**config.mk**
```make
export PLATFORM = sky130hd
export DESIGN_NAME = reg_write_arbiter
export DESIGN_NICKNAME = d
export VERILOG_FILES = /design/src/rtl/reg_arb_pkg.sv /design/src/rtl/rr_pick.sv /design/src/rtl/reg_write_arbiter.sv
export SDC_FILE = /design/constraint.sdc
export NUM_CORES = 1
export LEC_CHECK = 0
export ABC_AREA = 1
export ABC_CLOCK_PERIOD_IN_PS = 2000
export CAP_MARGIN = 20
export CORE_ASPECT_RATIO = 0.5
export CORE_UTILIZATION = 42
export DETAILED_ROUTE_END_ITERATION = 6
export PLACE_DENSITY = 0.88
export RECOVER_POWER = 50
export SKIP_CTS_REPAIR_TIMING = 1
export SLEW_MARGIN = 5
export SYNTH_ARGS = -nofsm -noshare
export SYNTH_HDL_FRONTEND = slang
export SYNTH_SLANG_ARGS = --single-unit
export TNS_END_PERCENT = 100
```
**constraint.sdc**
```tcl
create_clock -name clk -period 2 [get_ports clk]
set_clock_uncertainty 0.1 [all_clocks]
set_input_delay 0.3 -clock clk [delete_from_list [all_inputs] [get_ports clk]]
set_output_delay 0.3 -clock clk [all_outputs]
set_load 0.02 [all_outputs]
```
**src/rtl/reg_arb_pkg.sv**
```systemverilog
// Shared types and constants for the round-robin register write arbiter.
// Imported by rr_pick and reg_write_arbiter.
package reg_arb_pkg;

    typedef enum logic [1:0] {
        IDLE  = 2'd0,
        GRANT = 2'd1,
        DONE  = 2'd2
    } state_e;

    // Edges from request sample to the next possible grant when req is held.
    localparam int ARB_CYCLES = 3;

    function automatic int wrap_inc(input int idx, input int n);
        return (idx + 1 == n) ? 0 : idx + 1;
    endfunction

endpackage

```
**src/rtl/rr_pick.sv**
```systemverilog
// Combinational winner selection: first set req bit scanning from ptr upward (mod N_REQ).
// With REG_ARB_FIXED_PRIO_EN defined the scan always starts at index 0 and ptr is ignored.
module rr_pick #(
    parameter int N_REQ = 4,
    parameter int IDW   = $clog2(N_REQ)
) (
    input  logic [N_REQ-1:0] req,
    input  logic [IDW-1:0]   ptr,
    output logic [IDW-1:0]   winner,
    output logic             found
);

`ifdef REG_ARB_FIXED_PRIO_EN
    always_comb begin
        winner = '0;
        found  = 1'b0;
        for (int i = N_REQ - 1; i >= 0; i--) begin
            if (req[i]) begin
                winner = IDW'(i);
                found  = 1'b1;
            end
        end
    end
`else
    // Scan from the far end back towards ptr so the closest candidate is written last.
    always_comb begin
        // NOTE: every output gets a default first so no path leaves it unassigned (no latch).
        winner = '0;
        found  = 1'b0;
        for (int k = N_REQ - 1; k >= 0; k--) begin
            if (req[(int'(ptr) + k) % N_REQ]) begin
                winner = IDW'((int'(ptr) + k) % N_REQ);
                found  = 1'b1;
            end
        end
    end
`endif

endmodule

```
**src/rtl/reg_write_arbiter.sv**
```systemverilog
// One shared WIDTH-bit register written by N_REQ requesters through a req/gnt/ack handshake.
// Round-robin by default; REG_ARB_FIXED_PRIO_EN selects fixed lowest-index priority.
module reg_write_arbiter
    import reg_arb_pkg::*;
#(
    parameter int N_REQ = 4,
    parameter int WIDTH = 8,
    parameter int IDW   = $clog2(N_REQ)
) (
    input  logic                   clk,
    input  logic                   rst_n,
    input  logic [N_REQ-1:0]       req,
    input  logic [N_REQ*WIDTH-1:0] wdata,
    output logic [N_REQ-1:0]       gnt,
    output logic [IDW-1:0]         gnt_id,
    output logic                   ack,
    output logic                   busy,
    output logic [WIDTH-1:0]       q,
    output logic                   q_valid
);

    state_e             state_q;
    logic [N_REQ-1:0]   gnt_q;
    logic [IDW-1:0]     gnt_id_q;
    logic [IDW-1:0]     ptr_q;
    logic               ack_q;
    logic [WIDTH-1:0]   q_q;
    logic               q_valid_q;

    logic [IDW-1:0]     pick_id;
    logic               pick_found;
    logic [WIDTH-1:0]   lane_d;

    rr_pick #(
        .N_REQ (N_REQ),
        .IDW   (IDW)
    ) u_rr_pick (
        .req    (req),
        .ptr    (ptr_q),
        .winner (pick_id),
        .found  (pick_found)
    );

    assign lane_d = wdata[int'(gnt_id_q) * WIDTH +: WIDTH];

    always_ff @(posedge clk or negedge rst_n) begin
        // NOTE: state updates use non-blocking assignments so every register sees pre-edge values.
        if (!rst_n) begin
            state_q   <= IDLE;
            gnt_q     <= '0;
            gnt_id_q  <= '0;
            ptr_q     <= '0;
            ack_q     <= 1'b0;
            q_q       <= '0;
            q_valid_q <= 1'b0;
        end else begin
            case (state_q)
                IDLE: begin
                    if (pick_found) begin
                        gnt_q    <= N_REQ'(1) << pick_id;
                        gnt_id_q <= pick_id;
                        state_q  <= GRANT;
                    end
                end
                GRANT: begin
                    // A grantee that lets go of req before commit forfeits the slot.
                    if (req[gnt_id_q]) begin
                        q_q       <= lane_d;
                        q_valid_q <= 1'b1;
                        ack_q     <= 1'b1;
`ifndef REG_ARB_FIXED_PRIO_EN
                        ptr_q     <= IDW'(wrap_inc(int'(gnt_id_q), N_REQ));
`endif
                        state_q   <= DONE;
                    end else begin
                        gnt_q   <= '0;
                        state_q <= IDLE;
                    end
                end
                DONE: begin
                    ack_q   <= 1'b0;
                    gnt_q   <= '0;
                    state_q <= IDLE;
                end
                default: begin
                    ack_q   <= 1'b0;
                    gnt_q   <= '0;
                    state_q <= IDLE;
                end
            endcase
        end
    end

    assign gnt     = gnt_q;
    assign gnt_id  = gnt_id_q;
    assign ack     = ack_q;
    assign busy    = (state_q != IDLE);
    assign q       = q_q;
    assign q_valid = q_valid_q;

endmodule

```
Yosys cells after proc, flatten, opt, wreduce, memory -nomap -nowiden
Cells that the tools add are included.
{"block": "totals", "register_bits": 20, "latch_bits": 0, "ram_bits": 0, "mem_bits_ro": 0, "in_bits": 38, "output_inout_bits": 17, "word_cells": 66, "mem_count": 0}
{"block": "op_classes", "add_sub_neg": 4, "multipliers": 0, "n_div": 0, "magnitude_cmp": 5, "eq_ne": 5, "shift": 2, "mux": 30, "n_bitwise": 4, "reduce_logical": 9}
{"cell": "$shiftx 32x6->8", "n": 1}
{"cell": "$mux 2", "n": 7}
{"cell": "$mux 1", "n": 13}
{"cell": "$lt 3x4->1 const B", "n": 3}
{"cell": "$bmux 1 s2", "n": 5}
{"cell": "$mux 4", "n": 2}
{"cell": "$pmux 4 s2", "n": 1}
{"cell": "$reduce_and 2->1", "n": 4}
{"cell": "$lt 2x3->1 const B", "n": 2}
{"cell": "$ne 2x2->1 const B", "n": 3}
{"cell": "$reduce_or 2->1", "n": 3}
{"cell": "$add 2x2->2 const B", "n": 2}
{"cell": "$pmux 2 s2", "n": 1}
{"cell": "$shl 1x2->4 const A", "n": 1}
{"cell": "$add 2x1->3 const B", "n": 1}
{"cell": "$and 1x1->1 const A", "n": 3}
{"cell": "$eq 3x3->1 const B", "n": 1}
{"cell": "$add 2x1->2 const B", "n": 1}
{"cell": "$eq 2x1->1 const B", "n": 1}
{"cell": "$logic_not 2->1", "n": 1}
{"cell": "$pmux 1 s2", "n": 1}
{"cell": "$reduce_bool 2->1", "n": 1}
{"cell": "$not 1->1", "n": 1}

Depth between registers and ports, before layout
Gate-level depths: netlist of the first run.
{"block": "logic_depth", "word_depth": 13, "ltp_mapped": 13, "depth_no_buf": 12}

Hierarchy
From an unflattened synthesis of the first run, not the netlist that was laid out.
{"block": "hier_totals", "cells_unflattened": 193, "hier_area_um2": 1312.5}
{"module": "reg_write_arbiter", "n_inst": 1, "cells_each": 149, "area_each_um2": 1097.3, "seq_area_each_um2": 500.5}
{"module": "rr_pick", "n_inst": 1, "cells_each": 44, "area_each_um2": 215.2, "seq_area_each_um2": 0.0}

Least setup slack after synthesis of the first run
Ideal clock, no wire load.
{"block": "synth_timing", "path_kind": "flip-flop to flip-flop", "startpoint": "register gnt_id_q[0] (netlist: gnt_id[0])", "endpoint": "register gnt_q[0] (netlist: gnt[0])", "setup_time_ns": 0.065, "arrival_ns": 1.373, "required_ns": 1.835, "slack_ns": 0.462, "stages_incl_launch_ff": 11, "path_buffers": 1, "period_less_slack_ns": 1.538, "cell_sequence": "dfrtp_1 > buf_6 > nor2_1 > a21oi_1 > o21ai_2 > nand2_2 > nor2_4 > inv_2 > nand2_2 > nand2_1 > nand2_1"}
{"block": "synth_between", "elab_chain_cells": 4}
{"element": "start, declared", "line_no": "reg_write_arbiter.sv:24", "rtl": "logic [IDW-1:0] gnt_id_q;"}
{"element": "start signal, assigned", "line_no": "reg_write_arbiter.sv:61", "rtl": "gnt_id_q <= pick_id;"}
{"element": "$bmux 1 s2", "line_no": "reg_write_arbiter.sv:67", "rtl": "if (req[gnt_id_q]) begin"}
{"element": "$mux 1 (not written as such)", "line_no": "reg_write_arbiter.sv:67"}
{"element": "$ne 2x2->1 (no source line)"}
{"element": "$reduce_and 2->1 (no source line)"}
{"element": "end signal, assigned", "line_no": "reg_write_arbiter.sv:60", "rtl": "gnt_q <= N_REQ'(1) << pick_id;"}
{"element": "end, declared", "line_no": "reg_write_arbiter.sv:23", "rtl": "logic [N_REQ-1:0] gnt_q;"}
No other way between the ends. The select of a mux whose other input is x is not followed.
A chain may end at the register's enable or synchronous reset.

Final worst setup path of the first run
{"block": "layout_timing", "startpoint": "register state_q[1]", "endpoint": "output port busy"}
{"block": "layout_between", "elab_chain_cells": 1}
{"element": "start, declared", "line_no": "reg_write_arbiter.sv:22", "rtl": "state_e state_q;"}
{"element": "start signal, assigned", "line_no": "reg_write_arbiter.sv:49", "rtl": "state_q <= IDLE;"}
{"element": "start signal, assigned", "line_no": "reg_write_arbiter.sv:62", "rtl": "state_q <= GRANT;"}
{"element": "start signal, assigned", "line_no": "reg_write_arbiter.sv:74", "rtl": "state_q <= DONE;"}
{"element": "$reduce_bool 2->1", "line_no": "reg_write_arbiter.sv:97", "rtl": "assign busy = (state_q != IDLE);"}
{"element": "end, declared", "line_no": "reg_write_arbiter.sv:17", "rtl": "output logic busy,"}
No other way between the ends.

==> impl_results.md, run 1 <==
- Fraction of layout cells with a size suffix above 1: 14.0%
- Dominant synthesized flop cell: dfrtp_1
- Top cells by area, synth: dfrtp_1 (38%), nand2_1 (18%), o21ai_0 (6.8%)
- CTS tree: yes
- Hold Path Class: register to register
- Die X: 81.3 µm
- FFs w/ async S/R, synth: 100%
- Clk slew on worst S/H paths: 70 ps
- TritonCTS Buffers: 3
- Ant. Diodes: 0
- Initial antenna violation count: 0
- Slew Limit Headroom: 32.5%
- Area fraction of the dominant cell type after synthesis: 37.9%
- CP startpoint kind: register
- Skew-Pair Late Insertion Delay: 260 ps
- Yosys reg bits: 20
- Final worst-path cycle share: 94.0%
- Slew @ Worst Pin: 1010 ps
- Crit path kind: register to output pin
- I/O pin count: 55
- Final setup vio count: 0
- Critical path data arrival time: 1480 ps
- Crit end category: output pin
- Crit path max fanout: 3
- Num rows: 13
- Yosys Warn Count: 0
- Vert. Die Dim: 41.6 µm
- Power Total: 3180 µW
- Largest area contributor in the netlist: dfrtp_1
- Fmax: 0.532 GHz
- Iter 0 DRT Violations: 57
- Fin. max-slew vios: 0
- P&R area growth vs syn: 48.7%
- Total clock sinks: 20
- Max incr delay on CP: 540 ps
- Syn Nets: 223
- Die area: 3380 µm²
- Final net count: 282
- Most common cell in the netlist: nand2_1
- Routability congestion estimate: 0.834
- VDD IR max: 0.737 mV
- RSZ-0062 raised after global routing: no
- DR vias/cell: 5.03
- Vias in the first global route: 1,359
- Hold Vio Cnt, Final: 0
- Drt drc: 0
- Initial core utilization: 47.5%
- Congestion Overflow GR: 0
- Mean routed wirelength per cell: 12.3 µm
- Global-route wire length before repair: 6130 µm
- Worst path cell trace: nor2_1, inv_1, clkdlybuf4s50_1
- WL final: 3440 µm
- Post-synth EDFFs: 0
- Cell Area, Synth: 1320 µm²
- Longest Clk Path Bufs: 2
- Critical path required time: 1600 ps
- Crit path time final: 1880 ps
- Synth cell types: 26
- Worst Setup EP: busy
- FF-to-FF Start: ptr_q[0]$_DFFE_PN0N_
- Root buf cell: clkbuf_8
- Max cap viols: 0
- GRT Overall Usage: 23.6%
- Core box area: 2780 µm²
- Commonest cells in the netlist: nand2_1 (62), nor2_1 (21), dfrtp_1 (20)
- Outcome: finished clean
- Slowest cell on crit path: clkdlybuf4s50_1
- CP startpoint: state_q[1]$_DFFE_PN0P_
- Reg2Reg Depth: 11
- R2R setup slack: 230 ps
- Detail Route Antenna Nets: 0
- First-pass DRT Iterations: 4
- H-tree depth: 1
- Syn Area/Cell: 7.17 µm²
- Gate Count Post-Synth: 184
- Post-DP HPWL: 2730 µm
- Vias post-DR: 1,402
- Setup TNS: 0 ps
- PD cells: 1620 nW/µm²
- RR Endpoint: gnt[1]$_DFFE_PN0P_
- Pin count of the biggest net entering global routing: 21
- Register area share after synthesis: 37.9%
- Port-buffer cells: 54
- Leakage power: 0.000923 µW
- Final core utilization: 70.6%
==> worst max-delay path, delay by kind of cell (launching register included) <==
kind	cells	cell delay, ps
simple gates	1	160
flops	1	420
buf+inv	2	640
==> placed cells by master, fill, tap and decap left out <==
master / count
a21oi_1: 2
a21oi_2: 2
a21oi_4: 1
and2_1: 1
and2_4: 1
buf_4: 5
bufinv_16: 1
clkbuf_1: 1
clkbuf_8: 3
clkdlybuf4s50_1: 50
dfrtp_1: 20
dlygate4sd3_1: 4
ha_1: 1
inv_1: 8
inv_2: 3
inv_4: 1
inv_8: 1
nand2_1: 63
nand2_2: 10
nand2_4: 1
nand3_1: 7
nand4_1: 2
nor2_1: 21
nor2_4: 2
o21ai_0: 19
o21ai_1: 1
o21ai_2: 2
o22ai_1: 8
or2_2: 1
==> routing by layer <==
metal / up-vias / wire length (µm) / track usage (%)
li1: 712 / - / -
met1: 637 / 1460 / 30.8
met2: 47 / 1790 / 40.5
met3: 6 / 157 / 4.40
met4: 0 / 31 / 5.00
met5: - / 0 / 0
==> cell type report <==
type / instances / area [µm²]
fillers: 224 / 818
clock inverters: 1 / 30.0
repair buffers: 60 / 582
clock buffers: 3 / 41.3
well taps: 37 / 46.3
flip-flops and latches: 20 / 500
multi-input cells: 145 / 704
inverters: 13 / 58.8
==> report_power, final <==
group          internal (µW)  switching [µW]  leakage (µW)
clock network            267             129     0.0000357
logic                    813            1210      0.000639
registers                582             175      0.000249
total                   1660            1520      0.000923
==> registers in the layout, summed over array words and instances (netlist names) <==
register	flops
q	8
gnt	4
gnt_id	2
ptr_q	2
state_q	2
ack	1
q_valid	1
==> cells by family (layout without fill, tap and decap cells) <==
kind of cell               count (synthesis)  count (layout)  share of synthesized area [%]
and+or+nand+nor                          109             109                           36.6
AOI/OAI and AO/OA                         35              35                           16.0
DFF                                       20              20                           37.9
buffers and inverters                     19              77                           8.53
adders and majority gates                  1               1                          0.948
==> worst min-delay path by stage <==
| stage | from | end | slack, ps | cells after the start |
|---|---|---|---|---|
| floorplan | rst_n | ack$_DFFE_PN0P_ | -100 | 0 |
| finish | q_valid$_DFFE_PN0N_ | q_valid$_DFFE_PN0N_ | 360 | 1 |
| global placement | q_valid$_DFFE_PN0N_ | q_valid$_DFFE_PN0N_ | 350 | 1 |
| detailed placement | q_valid$_DFFE_PN0N_ | q_valid$_DFFE_PN0N_ | 350 | 1 |
| CTS | rst_n | q[6]$_DFFE_PN0N_ | 270 | 2 |
| global route | q_valid$_DFFE_PN0N_ | q_valid$_DFFE_PN0N_ | 400 | 1 |
==> per-stage QoR <==
stage               area, µm²  worst slack (ps)  hold slack [ps]  std cells
floorplan                1320               462            -95.6        184
global placement         1900               163              353        275
detailed placement       1900               110              354        275
CTS                      1970               107              272        279
global route             1960              21.0              399        279
finish                   1960               120              361        279
Power figures use the tool's default switching activity.
==> run 2, diff against run 1 <==
SYNTH_HIERARCHICAL = 1   (was default)
==> impl_results.md, run 2 <==
- PD cells: 1450 nW/µm² (was 1620 nW/µm²)
- Clk slew on worst S/H paths: 70 ps (about the same)
- Hold Vio Cnt, Final: 0 (unchanged)
- Num rows: 13 (unchanged)
- Post-synth EDFFs: 0 (unchanged)
- Longest Clk Path Bufs: 2 (unchanged)
- Gate Count Post-Synth: 193 (was 184)
- Fillers: 227 (was 224)
- Delay-heaviest family, CP: buffers and inverters (unchanged)
- GR Util met3: 5.71% (was 4.40%)
- Max reg flops: 8 (unchanged)
- WL final: 3300 µm (was 3440 µm)
- I/O pin count: 55 (unchanged)
- Skew-Pair Late Insertion Delay: 270 ps (was 260 ps)
- Routability congestion estimate: 0.762 (was 0.834)
- Fraction of layout cells with a size suffix above 1: 10.5% (was 14.0%)
- Crit path kind: register to output pin (unchanged)
- Most frequent cells in the layout: nand2_1 (57), clkdlybuf4s50_1 (53), nor2_1 (28) (was nand2_1 (63), clkdlybuf4s50_1 (50), nor2_1 (21))
- VDD IR max: 0.783 mV (was 0.737 mV)
- Global-route wire length before repair: 5870 µm (was 6130 µm)
- Final worst-path cycle share: 93.7% (was 94.0%)
- R2R setup slack: 240 ps (was 230 ps)
- Met1 Usage GRT: 27.5% (was 30.8%)
- Mean routed wirelength per cell: 11.6 µm (was 12.3 µm)
- P&R area growth vs syn: 46.2% (was 48.7%)
- Slew @ Worst Pin: 1060 ps (was 1010 ps)
- Top Usage Layer GRT: met2 (unchanged)
- TritonCTS Buffers: 3 (unchanged)
- Global routing usage on met2: 40.8% (was 40.5%)
- Max cap viols: 0 (unchanged)
- Worst hold margin: 383 ps (was 361 ps)
- Die X: 81.1 µm (was 81.3 µm)
- Cell Area, Synth: 1310 µm² (was 1320 µm²)
- Initial antenna violation count: 0 (unchanged)
- RSZ-0062 raised after global routing: no (unchanged)
- Dominant synthesized flop cell: dfrtp_1 (unchanged)
- Most common cell in the netlist: nand2_1 (unchanged)
- Hold Path Class: register to register (unchanged)
- Slowest cell on crit path: clkdlybuf4s50_1 (unchanged)
- Final setup vio count: 0 (unchanged)
- Largest area contributor in the netlist: dfrtp_1 (unchanged)
- Detail Route Antenna Nets: 0 (unchanged)
- Congestion Overflow GR: 0 (unchanged)
- CTS tree: yes (unchanged)
- Root buf cell: clkbuf_8 (unchanged)
- Crit end category: output pin (unchanged)
- Initial core utilization: 47.2% (was 47.5%)
- First-pass DRT Iterations: 4 (unchanged)
- Syn Nets: 232 (was 223)
- Leakage power: 0.000921 µW (was 0.000923 µW)
- Yosys reg bits: 20 (unchanged)
- Top cells by area, synth: dfrtp_1 (38%), nand2_1 (16%), o21ai_0 (9.9%) (was dfrtp_1 (38%), nand2_1 (18%), o21ai_0 (6.8%))
- Vias post-DR: 1,389 (was 1,402)
- H-tree depth: 1 (unchanged)
- Commonest non-fill, non-tap cell in the layout: nand2_1 (unchanged)
- Port-buffer cells: 54 (unchanged)
- Pin count of the biggest net entering global routing: 21 (unchanged)
- Vias in the first global route: 1,396 (was 1,359)
- Crit path max fanout: 6 (was 3)
- Fmax: 0.534 GHz (was 0.532 GHz)
- Critical path data arrival time: 1470 ps (was 1480 ps)
- Synth cell types: 21 (was 26)
- Max incr delay on CP: 630 ps (was 540 ps)
- Ant. Diodes: 0 (unchanged)
- Syn Area/Cell: 6.80 µm² (was 7.17 µm²)
- Drt drc: 0 (unchanged)
- Fin. max-slew vios: 0 (unchanged)
- Post-DP HPWL: 2540 µm (was 2730 µm)
- CP startpoint kind: register (unchanged)
- Register area share after synthesis: 38.1% (was 37.9%)
- Die area: 3370 µm² (was 3380 µm²)
- Yosys Warn Count: 6 (was 0)
- Area fraction of the dominant cell type after synthesis: 38.1% (was 37.9%)
- Setup TNS: 0 ps (unchanged)
- Final net count: 287 (was 282)
- Vert. Die Dim: 41.5 µm (was 41.6 µm)
- FFs w/ async S/R, synth: 100% (unchanged)
- Slew Limit Headroom: 29.5% (was 32.5%)
- Core box area: 2780 µm² (unchanged)
- DR vias/cell: 4.89 (was 5.03)
- Worst Path Buf+Inv: 2 (unchanged)
- Iter 0 DRT Violations: 82 (was 57)
- Crit path time final: 1870 ps (was 1880 ps)
- Worst path cell trace: nor2_1, inv_1, clkdlybuf4s50_1 (unchanged)
- Commonest cells in the netlist: nand2_1 (57), nor2_1 (28), o21ai_0 (26) (was nand2_1 (62), nor2_1 (21), dfrtp_1 (20))
- GRT Overall Usage: 22.7% (was 23.6%)
- Outcome: finished clean (unchanged)
- Critical path required time: 1600 ps (about the same)
- Total clock sinks: 20 (unchanged)
run 2: changes by cell type after synthesis, moves of 3 or more:
cell	before	now
buf_2	1	4
inv_1	8	11
inv_2	3	6
nand2_1	62	57
nand2_2	11	7
nand3_1	7	12
nand3_2	0	3
nor2_1	21	28
nor3_1	0	4
o21ai_0	18	26
o22ai_1	8	0
run 2: final timing paths:
check | startpoint | to | depth (start not counted)
max | state_q[1]$_DFFE_PN0P_ | busy | 3
min | gnt[2]$_DFFE_PN0P_ | gnt[2]$_DFFE_PN0P_ | 2
max reg2reg | ptr_q[0]$_DFFE_PN0P_ | gnt[3]$_DFFE_PN0P_ | 13
min reg2reg | gnt[2]$_DFFE_PN0P_ | gnt[2]$_DFFE_PN0P_ | 2
max in group asynchronous | rst_n | ptr_q[0]$_DFFE_PN0P_ | 2
min in group asynchronous | rst_n | gnt[2]$_DFFE_PN0P_ | 2
run 2: area by class of cell:
cell class | instances | area (µm²) | area share, %
multi-input cells | 147 | 679 | 35.4
repair buffers | 58 | 567 | 29.5
flip-flops and latches | 20 | 502 | 26.1
inverters | 18 | 70.1 | 3.65
clock buffers | 4 | 55.1 | 2.87
well taps | 37 | 46.3 | 2.41
run 2: logic make-up (layout without fill, tap and decap cells):
group                      count (synthesis)  in the layout  share of synthesized area, %
DFF                                       20             20                          38.1
buffers and inverters                     26             80                          9.72
AOI/OAI and AO/OA                         30             30                          11.7
adders and majority gates                  1              1                         0.953
and+or+nand+nor                          116            116                          39.5
run 2: through the flow:
| step | worst slack, ps | instances | power (µW) | util, % | area (µm²) |
|---|---|---|---|---|---|
| CTS | 121 | 284 | 2780 | 69.3 | 1930 |
| global placement | 43.0 | 280 | 2400 | 67.3 | 1870 |
| global route | 2.22 | 284 | 3030 | 69.0 | 1920 |
| floorplan | 443 | 193 | 1920 | - | 1310 |
| finish | 126 | 284 | 2770 | 69.0 | 1920 |
| detailed placement | -3.44 | 280 | 2460 | 67.3 | 1870 |
run 2: report_power, final:
part / internal [µW] / switching [µW] / total, µW
combinational: 705 / 1010 / 1720
sequential: 581 / 166 / 747
clock: 176 / 135 / 311
total: 1460 / 1310 / 2770
run 2: per-layer routing:
| metal | wire length (µm) | vias to the layer above |
|---|---|---|
| li1 | - | 716 |
| met1 | 1490 | 646 |
| met2 | 1700 | 25 |
| met3 | 105 | 2 |
| met4 | 10 | 0 |
| met5 | 0 | - |
run 2: tightest hold or removal path, cell delays in order, from the launching register on:
cell	delay [ps]
dfrtp_1	350
nand2_1	50
nand2_1	50
